`config.mk`:
```
export PLATFORM = sky130hd
export DESIGN_NAME = jk_counter_reg
export DESIGN_NICKNAME = d
export VERILOG_FILES = /design/src/rtl/jk_pkg.sv /design/src/rtl/jk_next_vec.sv /design/src/rtl/jk_counter_reg.sv
export SDC_FILE = /design/constraint.sdc
export NUM_CORES = 1
export LEC_CHECK = 0
export ABC_AREA = 1
export CORE_ASPECT_RATIO = 1.2
export CORE_MARGIN = 8
export CORE_UTILIZATION = 50
export CTS_BUF_LIST = sky130_fd_sc_hd__clkbuf_8
export DETAILED_ROUTE_END_ITERATION = 7
export GPL_ROUTABILITY_DRIVEN = 0
export PLACE_DENSITY = 0.86
export SYNTH_ARGS = -nofsm -noshare
export SYNTH_HDL_FRONTEND = slang
export SYNTH_SLANG_ARGS = --single-unit
```
`constraint.sdc`:
```
create_clock -name clk -period 2.5 [get_ports clk]
set_clock_uncertainty 0.2 [all_clocks]
set_input_delay 0.5 -clock clk [delete_from_list [all_inputs] [get_ports clk]]
set_output_delay 0.5 -clock clk [all_outputs]
set_load 0.01 [all_outputs]
```
`src/rtl/jk_pkg.sv`:
```
// Shared types and JK next-state helpers for the JK counter register family.
package jk_pkg;

    typedef enum logic [1:0] {
        MODE_JK   = 2'b00,
        MODE_UP   = 2'b01,
        MODE_DOWN = 2'b10,
        MODE_LOAD = 2'b11
    } jk_mode_t;

    // Widest vector jk_next accepts; narrower callers zero-extend.
    localparam int JK_MAX_W = 64;

    function automatic logic jk_bit(input logic q, input logic j, input logic k);
        case ({j, k})
            2'b00:   return q;
            2'b01:   return 1'b0;
            2'b10:   return 1'b1;
            default: return ~q;
        endcase
    endfunction

    function automatic logic [JK_MAX_W-1:0] jk_next(
        input logic [JK_MAX_W-1:0] q,
        input logic [JK_MAX_W-1:0] j,
        input logic [JK_MAX_W-1:0] k
    );
        logic [JK_MAX_W-1:0] r;
        r = '0;
        for (int i = 0; i < JK_MAX_W; i++) begin
            r[i] = jk_bit(q[i], j[i], k[i]);
        end
        return r;
    endfunction

endpackage

```
`src/rtl/jk_next_vec.sv`:
```
// Combinational per-bit JK next-value vector; also used by plain JK register banks.
module jk_next_vec
    import jk_pkg::*;
#(
    parameter int WIDTH = 8
) (
    input  logic [WIDTH-1:0] q,
    input  logic [WIDTH-1:0] j,
    input  logic [WIDTH-1:0] k,
    output logic [WIDTH-1:0] r
);

    genvar gi;
    generate
        for (gi = 0; gi < WIDTH; gi++) begin : g_bit
            assign r[gi] = jk_bit(q[gi], j[gi], k[gi]);
        end
    endgenerate

endmodule

```
`src/rtl/jk_counter_reg.sv`:
```
// WIDTH-bit JK / up / down / load register with modulo range, terminal count,
// one-cycle wrap pulse and sticky overflow flag.
module jk_counter_reg
    import jk_pkg::*;
#(
    parameter int WIDTH    = 8,
    parameter int MODULUS  = 2 ** WIDTH,
    parameter int SATURATE = 0
) (
    input  logic             clk,
    input  logic             clr,
    input  logic             en,
    input  logic [1:0]       mode,
    input  logic [WIDTH-1:0] J,
    input  logic [WIDTH-1:0] K,
    input  logic [WIDTH-1:0] d,
    input  logic             ovf_clr,
    output logic [WIDTH-1:0] Q,
    output logic [WIDTH-1:0] Q_n,
    output logic             tc,
    output logic             wrap,
    output logic             ovf
);

    generate
        if (WIDTH < 1 || WIDTH > 30) begin : g_bad_width
            $error("jk_counter_reg: WIDTH must be 1..30");
        end
        if (MODULUS < 2 || MODULUS > (2 ** WIDTH)) begin : g_bad_modulus
            $error("jk_counter_reg: MODULUS must be 2..2**WIDTH");
        end
    endgenerate

    // Range compares run one bit wider so MODULUS = 2**WIDTH is representable.
    localparam logic [WIDTH:0]   MOD_W     = (WIDTH + 1)'(MODULUS);
    localparam logic [WIDTH:0]   LIMIT_W   = (WIDTH + 1)'(MODULUS - 1);
    localparam logic [WIDTH-1:0] Q_MAX     = WIDTH'(MODULUS - 1);
    localparam logic [WIDTH-1:0] UP_AFTER  = (SATURATE != 0) ? Q_MAX : '0;
    localparam logic [WIDTH-1:0] DN_AFTER  = (SATURATE != 0) ? '0 : Q_MAX;

    logic [WIDTH-1:0] q_reg;
    logic [WIDTH-1:0] q_next;
    logic             wrap_reg;
    logic             ovf_reg;
    logic             limit_evt;
    logic             clip_evt;
    logic [WIDTH-1:0] r_vec;
    jk_mode_t         mode_sel;

    assign mode_sel = jk_mode_t'(mode);

    jk_next_vec #(
        .WIDTH(WIDTH)
    ) u_jk_next (
        .q(q_reg),
        .j(J),
        .k(K),
        .r(r_vec)
    );

    always_comb begin
        q_next    = q_reg;
        limit_evt = 1'b0;
        clip_evt  = 1'b0;
        if (en) begin
            case (mode_sel)
                MODE_JK: begin
                    if ({1'b0, r_vec} < MOD_W) begin
                        q_next = r_vec;
                    end else begin
                        q_next   = Q_MAX;
                        clip_evt = 1'b1;
                    end
                end
                MODE_UP: begin
                    if ({1'b0, q_reg} < LIMIT_W) begin
                        q_next = q_reg + WIDTH'(1);
                    end else begin
                        q_next    = UP_AFTER;
                        limit_evt = 1'b1;
                    end
                end
                MODE_DOWN: begin
                    if (q_reg != '0) begin
                        q_next = q_reg - WIDTH'(1);
                    end else begin
                        q_next    = DN_AFTER;
                        limit_evt = 1'b1;
                    end
                end
                default: begin
                    if ({1'b0, d} < MOD_W) begin
                        q_next = d;
                    end else begin
                        q_next   = Q_MAX;
                        clip_evt = 1'b1;
                    end
                end
            endcase
        end
    end

    always_ff @(posedge clk) begin
        if (clr) begin
            q_reg    <= '0;
            wrap_reg <= 1'b0;
            ovf_reg  <= 1'b0;
        end else begin
            q_reg    <= q_next;
            wrap_reg <= limit_evt;
            // A set event in the same cycle beats ovf_clr.
            if (limit_evt || clip_evt) begin
                ovf_reg <= 1'b1;
            end else if (ovf_clr) begin
                ovf_reg <= 1'b0;
            end
        end
    end

    assign Q    = q_reg;
    assign Q_n  = ~q_reg;
    assign wrap = wrap_reg;
    assign ovf  = ovf_reg;
    assign tc   = en & (((mode_sel == MODE_UP) & (q_reg == Q_MAX)) |
                        ((mode_sel == MODE_DOWN) & (q_reg == '0)));

endmodule

```
Word level (Yosys, flattened, before mapping)
Cells that the tools add are included.
- $add $sub $neg: 2
- multiply operators: 0
- div/mod/pow operators: 0
- order comparisons: 1
- equal/unequal tests: 27
- shift-type cells: 0
- muxes and demuxes: 17
- bitwise operators: 13
- reduce and logical (&&, ||, !) cells: 20
- operator list (cell ; number):
    $pmux W1 S3 ; 8
    $pmux W8 S3 ; 1
    $eq A2 B1 Y1 const B ; 9
    $eq A2 B2 Y1 const B ; 9
    $logic_not A2 Y1 ; 9
    $mux W8 ; 2
    $ne A2 B2 Y1 const B ; 8
    $reduce_and A2 Y1 ; 8
    $add A8 B1 Y8 const B ; 1
    $eq A8 B8 Y1 const B ; 1
    $logic_not A8 Y1 ; 1
    $lt A8 B8 Y1 const B ; 1
    $not A1 Y1 ; 8
    $not A8 Y8 ; 1
    $reduce_bool A8 Y1 ; 1
    $sub A8 B1 Y8 const B ; 1
    $mux W1 ; 5
    $and A1 B1 Y1 ; 3
    $pmux W1 S2 ; 1
    $reduce_bool A2 Y1 ; 1
    $or A1 B1 Y1 ; 1
- flip-flop bits (word level): 10
- latch bits: 0
- memory bits (writable): 0
- ROM bits: 0
- output and inout port bits: 19
- word-level logic and storage cells: 90
- memories kept: 0

Depth between registers and ports, before layout
- depth after elaboration: 5
- mapped depth: 11
- mapped depth without buffers: 11

By module
Synthesis repeated with hierarchy kept, for this count alone.
- cell total of the unflattened synthesis: 220
- area total of the unflattened synthesis: 1224.9 µm²
- by module, submodules not included (module ; times used ; cells an instance ; area each (µm²) ; seq. area each (µm²)):
    jk_counter_reg ; 1 ; 180 ; 1074.8 ; 200.2
    jk_next_vec ; 1 ; 40 ; 150.1 ; 0.0

Worst setup path after synthesis
No wires, ideal clock.
- path kind: in2out
- start point: input mode[0]
- end point: output tc
- arrival: 1.307 ns
- required time: 1.800 ns
- setup slack: 0.493 ns
- cell stages on the path: 9
- buffers on the path: 1
- cells stage by stage: inv_1 -> ha_1 -> buf_2 -> nand2_1 -> nor2_2 -> nand2_4 -> nand2_1 -> nand2_1 -> inv_2
- longest elaborated chain between the ends: 4
- ends and longest elaborated chain (element ; RTL line ; RTL):
    start: declaration ; jk_counter_reg.sv:13 ; input logic [1:0] mode,
    $eq A2 B1 Y1 or $eq A2 B2 Y1 (tied branches) ; jk_counter_reg.sv:124, jk_counter_reg.sv:125 ;
    $and A1 B1 Y1 (on tied branches) ; jk_counter_reg.sv:124, jk_counter_reg.sv:125 ;
    $or A1 B1 Y1 (*) ; jk_counter_reg.sv:124 ; assign tc = en & (((mode_sel == MODE_UP) & (q_reg == Q_MAX)) |
    $and A1 B1 Y1 (*) ; jk_counter_reg.sv:124 ;
    end: declaration ; jk_counter_reg.sv:20 ; output logic tc,
Mark *: on every way between the ends. The rest lies on a longest branch, timed or not.

Worst setup path after layout
- start point: register q_reg[0], in the netlist Q[0]
- end point: output tc
- longest elaborated chain between the ends: 4
- ends and longest elaborated chain (element ; RTL line ; RTL):
    start: declaration ; jk_counter_reg.sv:41 ; logic [WIDTH-1:0] q_reg;
    start signal: assignment ; jk_counter_reg.sv:109 ; q_reg <= q_next;
    $eq A8 B8 Y1 or $logic_not A8 Y1 (tied branches) ; jk_counter_reg.sv:124, jk_counter_reg.sv:125 ;
    $and A1 B1 Y1 (on tied branches) ; jk_counter_reg.sv:124, jk_counter_reg.sv:125 ;
    $or A1 B1 Y1 (*) ; jk_counter_reg.sv:124 ;
    $and A1 B1 Y1 (*) ; jk_counter_reg.sv:124 ;
Marked as above.

==> metrics.md <==
| Metric | Value |
|---|---|
| Top routing layer in use | met4 |
| Peak fanout along the critical path | 5 |
| Initial antenna violation count | 0 |
| Commonest cells in the netlist | nand2_1, inv_1, nor2_1 |
| Antenna Nets Post-Route | 0 |
| Mean post-synth cell area | 6.09 µm² |
| HP Start | ovf |
| Placed Instances | 336 |
| Seq/Total Area, Yosys | 13.5% |
| R2r worst-path depth | 12 |
| Mapped Area | 0.00148 mm² |
| CP max-delay cell | dfxtp_1 |
| Global-route wire length before repair | 7.10 mm |
| Status | finished, final reports clean |
| Kind of cell adding the most delay to the critical path | simple AND/OR/NAND/NOR gates |
| Post-synth EDFFs | 0 |
| Die X | 65.6 µm |
| Nets | 360 |
| Die Span Y | 75.6 µm |
| Maximum clock rate | 0.454 GHz |
| Largest net degree at the start of global routing | 12 |
| CTS root buffer | clkbuf_8 |
| Vias | 1731 |
| Max FFs per register | 8 |
| GRT Overall Usage | 17.8% |
| PwrDens | 344 mW/mm² |
| Final WL | 4.39 mm |
| Synth-to-Final Area Change | 44.2% |
| Crit path kind | reg2out |
| Min Tclk post-route | 2.20 ns |
| IO buf count | 48 |
| Period utilization | 88.1% |
| HP Class | reg2reg |
| Core Box Area | 0.00281 mm² |
| Drt first pass iters | 4 |
| CTS tree | done |
| Final antenna diode count | 0 |
| Num CTS Buffers | 3 |
| Distinct cell type count after synthesis | 27 |
| WP depth | 8 |
| Endpoints failing hold | 0 |
| Startpoint Class | register |
| Filler cells | 219 |
| Asr flop ratio synth | 0% |
| Worst-path clk slew | 0.05 ns |
| Post-DR wirelength/cell | 13.0 µm |
| Hold Crit Endpoint | ovf |
| Worst hold slack | 0.279 ns |
| Remaining Overflow, GRT | 0 |
| Non-filler cells, final | 339 |
| CTS H-tree depth | 1 |
| Critical path required time | 1.80 ns |
| Final Max Tran Viols | 0 |
| Row count | 21 |
| Die area | 0.00496 mm² |
| Buf+Inv Stages, Crit Path | 2 |
| Post-CTS Hold Buffers | 0 |
| IO Pins | 49 |
| Max_slew headroom | 75.3% |
| Detailed Route Iter0 Violations | 156 |
| Setup tns final | 0 ns |
| Vias per cell | 5.11 |
| RR Startpoint | Q[0] |
| Count leader, synth | nand2_1 |
| Share of layout cells above drive strength 1 | 16.7% |
| CP arrival | 1.50 ns |
| Cell Chain, Critical Path | ha_1 > nand2_4 > nor2_2 > nand3_1 > nand2_1 > nand2_1 > inv_2 > buf_2 |
| Yosys reg bits | 10 |
| Post-synth top area cell | ha_1 |
| Vias in the first global route | 1620 |
| Met3 routed WL | 314 µm |
| Initial Util | 52.6% |
| Post-Syn Instances | 243 |
| Final setup viols | 0 |
| Maxcap violations | 0 |
| RSZ-0062 raised after global routing | no |
| Clock tree sinks | 10 |
| Detailed-route DRC error count | 0 |
| Share of the synthesized area in the top cell type | 19.5% |
| Synth top area cells | ha_1, dfxtp_1, nand2_1 |
| Worst-margin pin slew | 0.370 ns |
| Latest clock arrival within the worst-skew pair | 0.24 ns |
| # Post-CTS Setup Buffers | 0 |
| Worst path max stage delay | 0.41 ns |
| Leak | 1.09 nW |
| Syn_nets | 296 |
| Maximum VDD drop | 258 µV |
| R2r setup slk | 0.59 ns |
| Crit end category | primary output |
| Top FF cell, synth | dfxtp_1 |
| CP most frequent cell | nand2_1 |
| DR WL met2 | 2.21 mm |
| Reg2reg end | Q[6] |
| DP HPWL | 3.47 mm |
| Hold Path Stages | 2 |
| Clock Path Buffers | 2 |
| WL met1 | 1.76 mm |
| YS warnings | 0 |
-- cell usage in the layout (no fill, tap or decap), types with 2 or more instances in the layout --
| cell type | instances |
|---|---|
| nand2_1 | 53 |
| clkdlybuf4s50_1 | 45 |
| inv_1 | 40 |
| nor2_1 | 26 |
| ha_1 | 22 |
| nand3_1 | 19 |
| buf_4 | 17 |
| o21ai_0 | 14 |
| a21oi_1 | 11 |
| dfxtp_1 | 10 |
| a21oi_2 | 6 |
| inv_2 | 5 |
| nand2_2 | 5 |
| nor2_2 | 4 |
| nand2_4 | 3 |
| or2_2 | 3 |
| nand4_1 | 3 |
| clkbuf_8 | 3 |
| nand3b_1 | 2 |
| nor2_4 | 2 |
| o21ai_1 | 2 |
| xor2_1 | 2 |
-- logic make-up (layout without fill, tap and decap cells) --
kind of cell / Yosys count / count (layout) / synth area share (%)
AND/OR/NAND/NOR: 120 / 120 / 37.6
XOR/XNOR: 2 / 2 / 1.18
buffers and inverters: 53 / 115 / 14.5
adder cells (fa/ha/maj): 23 / 23 / 19.5
flip-flops: 10 / 10 / 13.5
AO/OA/AOI/OAI: 35 / 35 / 13.7
-- through the flow --
step,worst slack [ns],cell area [µm²],util [%],total power [mW]
finish,0.297,2130,75.9,0.734
global route,0.181,2130,75.9,0.783
detailed placement,-0.331,2090,74.5,0.555
global placement,-0.303,2090,74.5,0.545
CTS,0.0945,2130,75.8,0.732
floorplan,0.493,1480,-,0.394
-- timing repair --
| action | in CTS | in global routing |
|---|---|---|
| pin swaps | 2 | 1 |
| setup endpoints to repair | 1 | 1 |
| resized for setup | 6 | 2 |
-- report_power, final --
group | internal [mW] | switching (mW)
clock | 0.106 | 0.0713
combinational | 0.176 | 0.186
sequential | 0.172 | 0.0225
-- metal layers --
metal  track usage (%)  vias to the layer above
met5                 0                        -
met4              6.07                        0
met3              3.53                       19
met2              32.9                       73
met1              19.7                      760
li1                  -                      879
-- worst reg2reg max path, delay by kind of cell, from the launching register on --
family / cells / cell delay [ns]
fa+ha+maj: 1 / 0.17
compound gates: 1 / 0.05
flops: 1 / 0.35
simple gates: 7 / 0.74
buf+inv: 3 / 0.30
-- worst max-delay path by stage --
stage                     startpoint  slack [ns]  to
after floorplan              mode[0]        0.49  tc
after detailed placement     mode[0]       -0.33  tc
after global placement       mode[0]       -0.30  tc
after CTS                    mode[0]        0.09  tc
after global routing            Q[0]        0.18  tc
final                           Q[0]        0.30  tc
-- layout make-up --
class | instances | area [µm²] | area share (%)
Clock buffer | 3 | 41.3 | 1.94
Inverter | 47 | 178 | 8.33
Multi-Input combinational cell | 180 | 1070 | 50.0
Sequential cell | 10 | 200 | 9.38
Tap cell | 34 | 42.5 | 1.99
Timing Repair Buffer | 65 | 604 | 28.3
No activity file was read; power rests on OpenSTA's default activity.
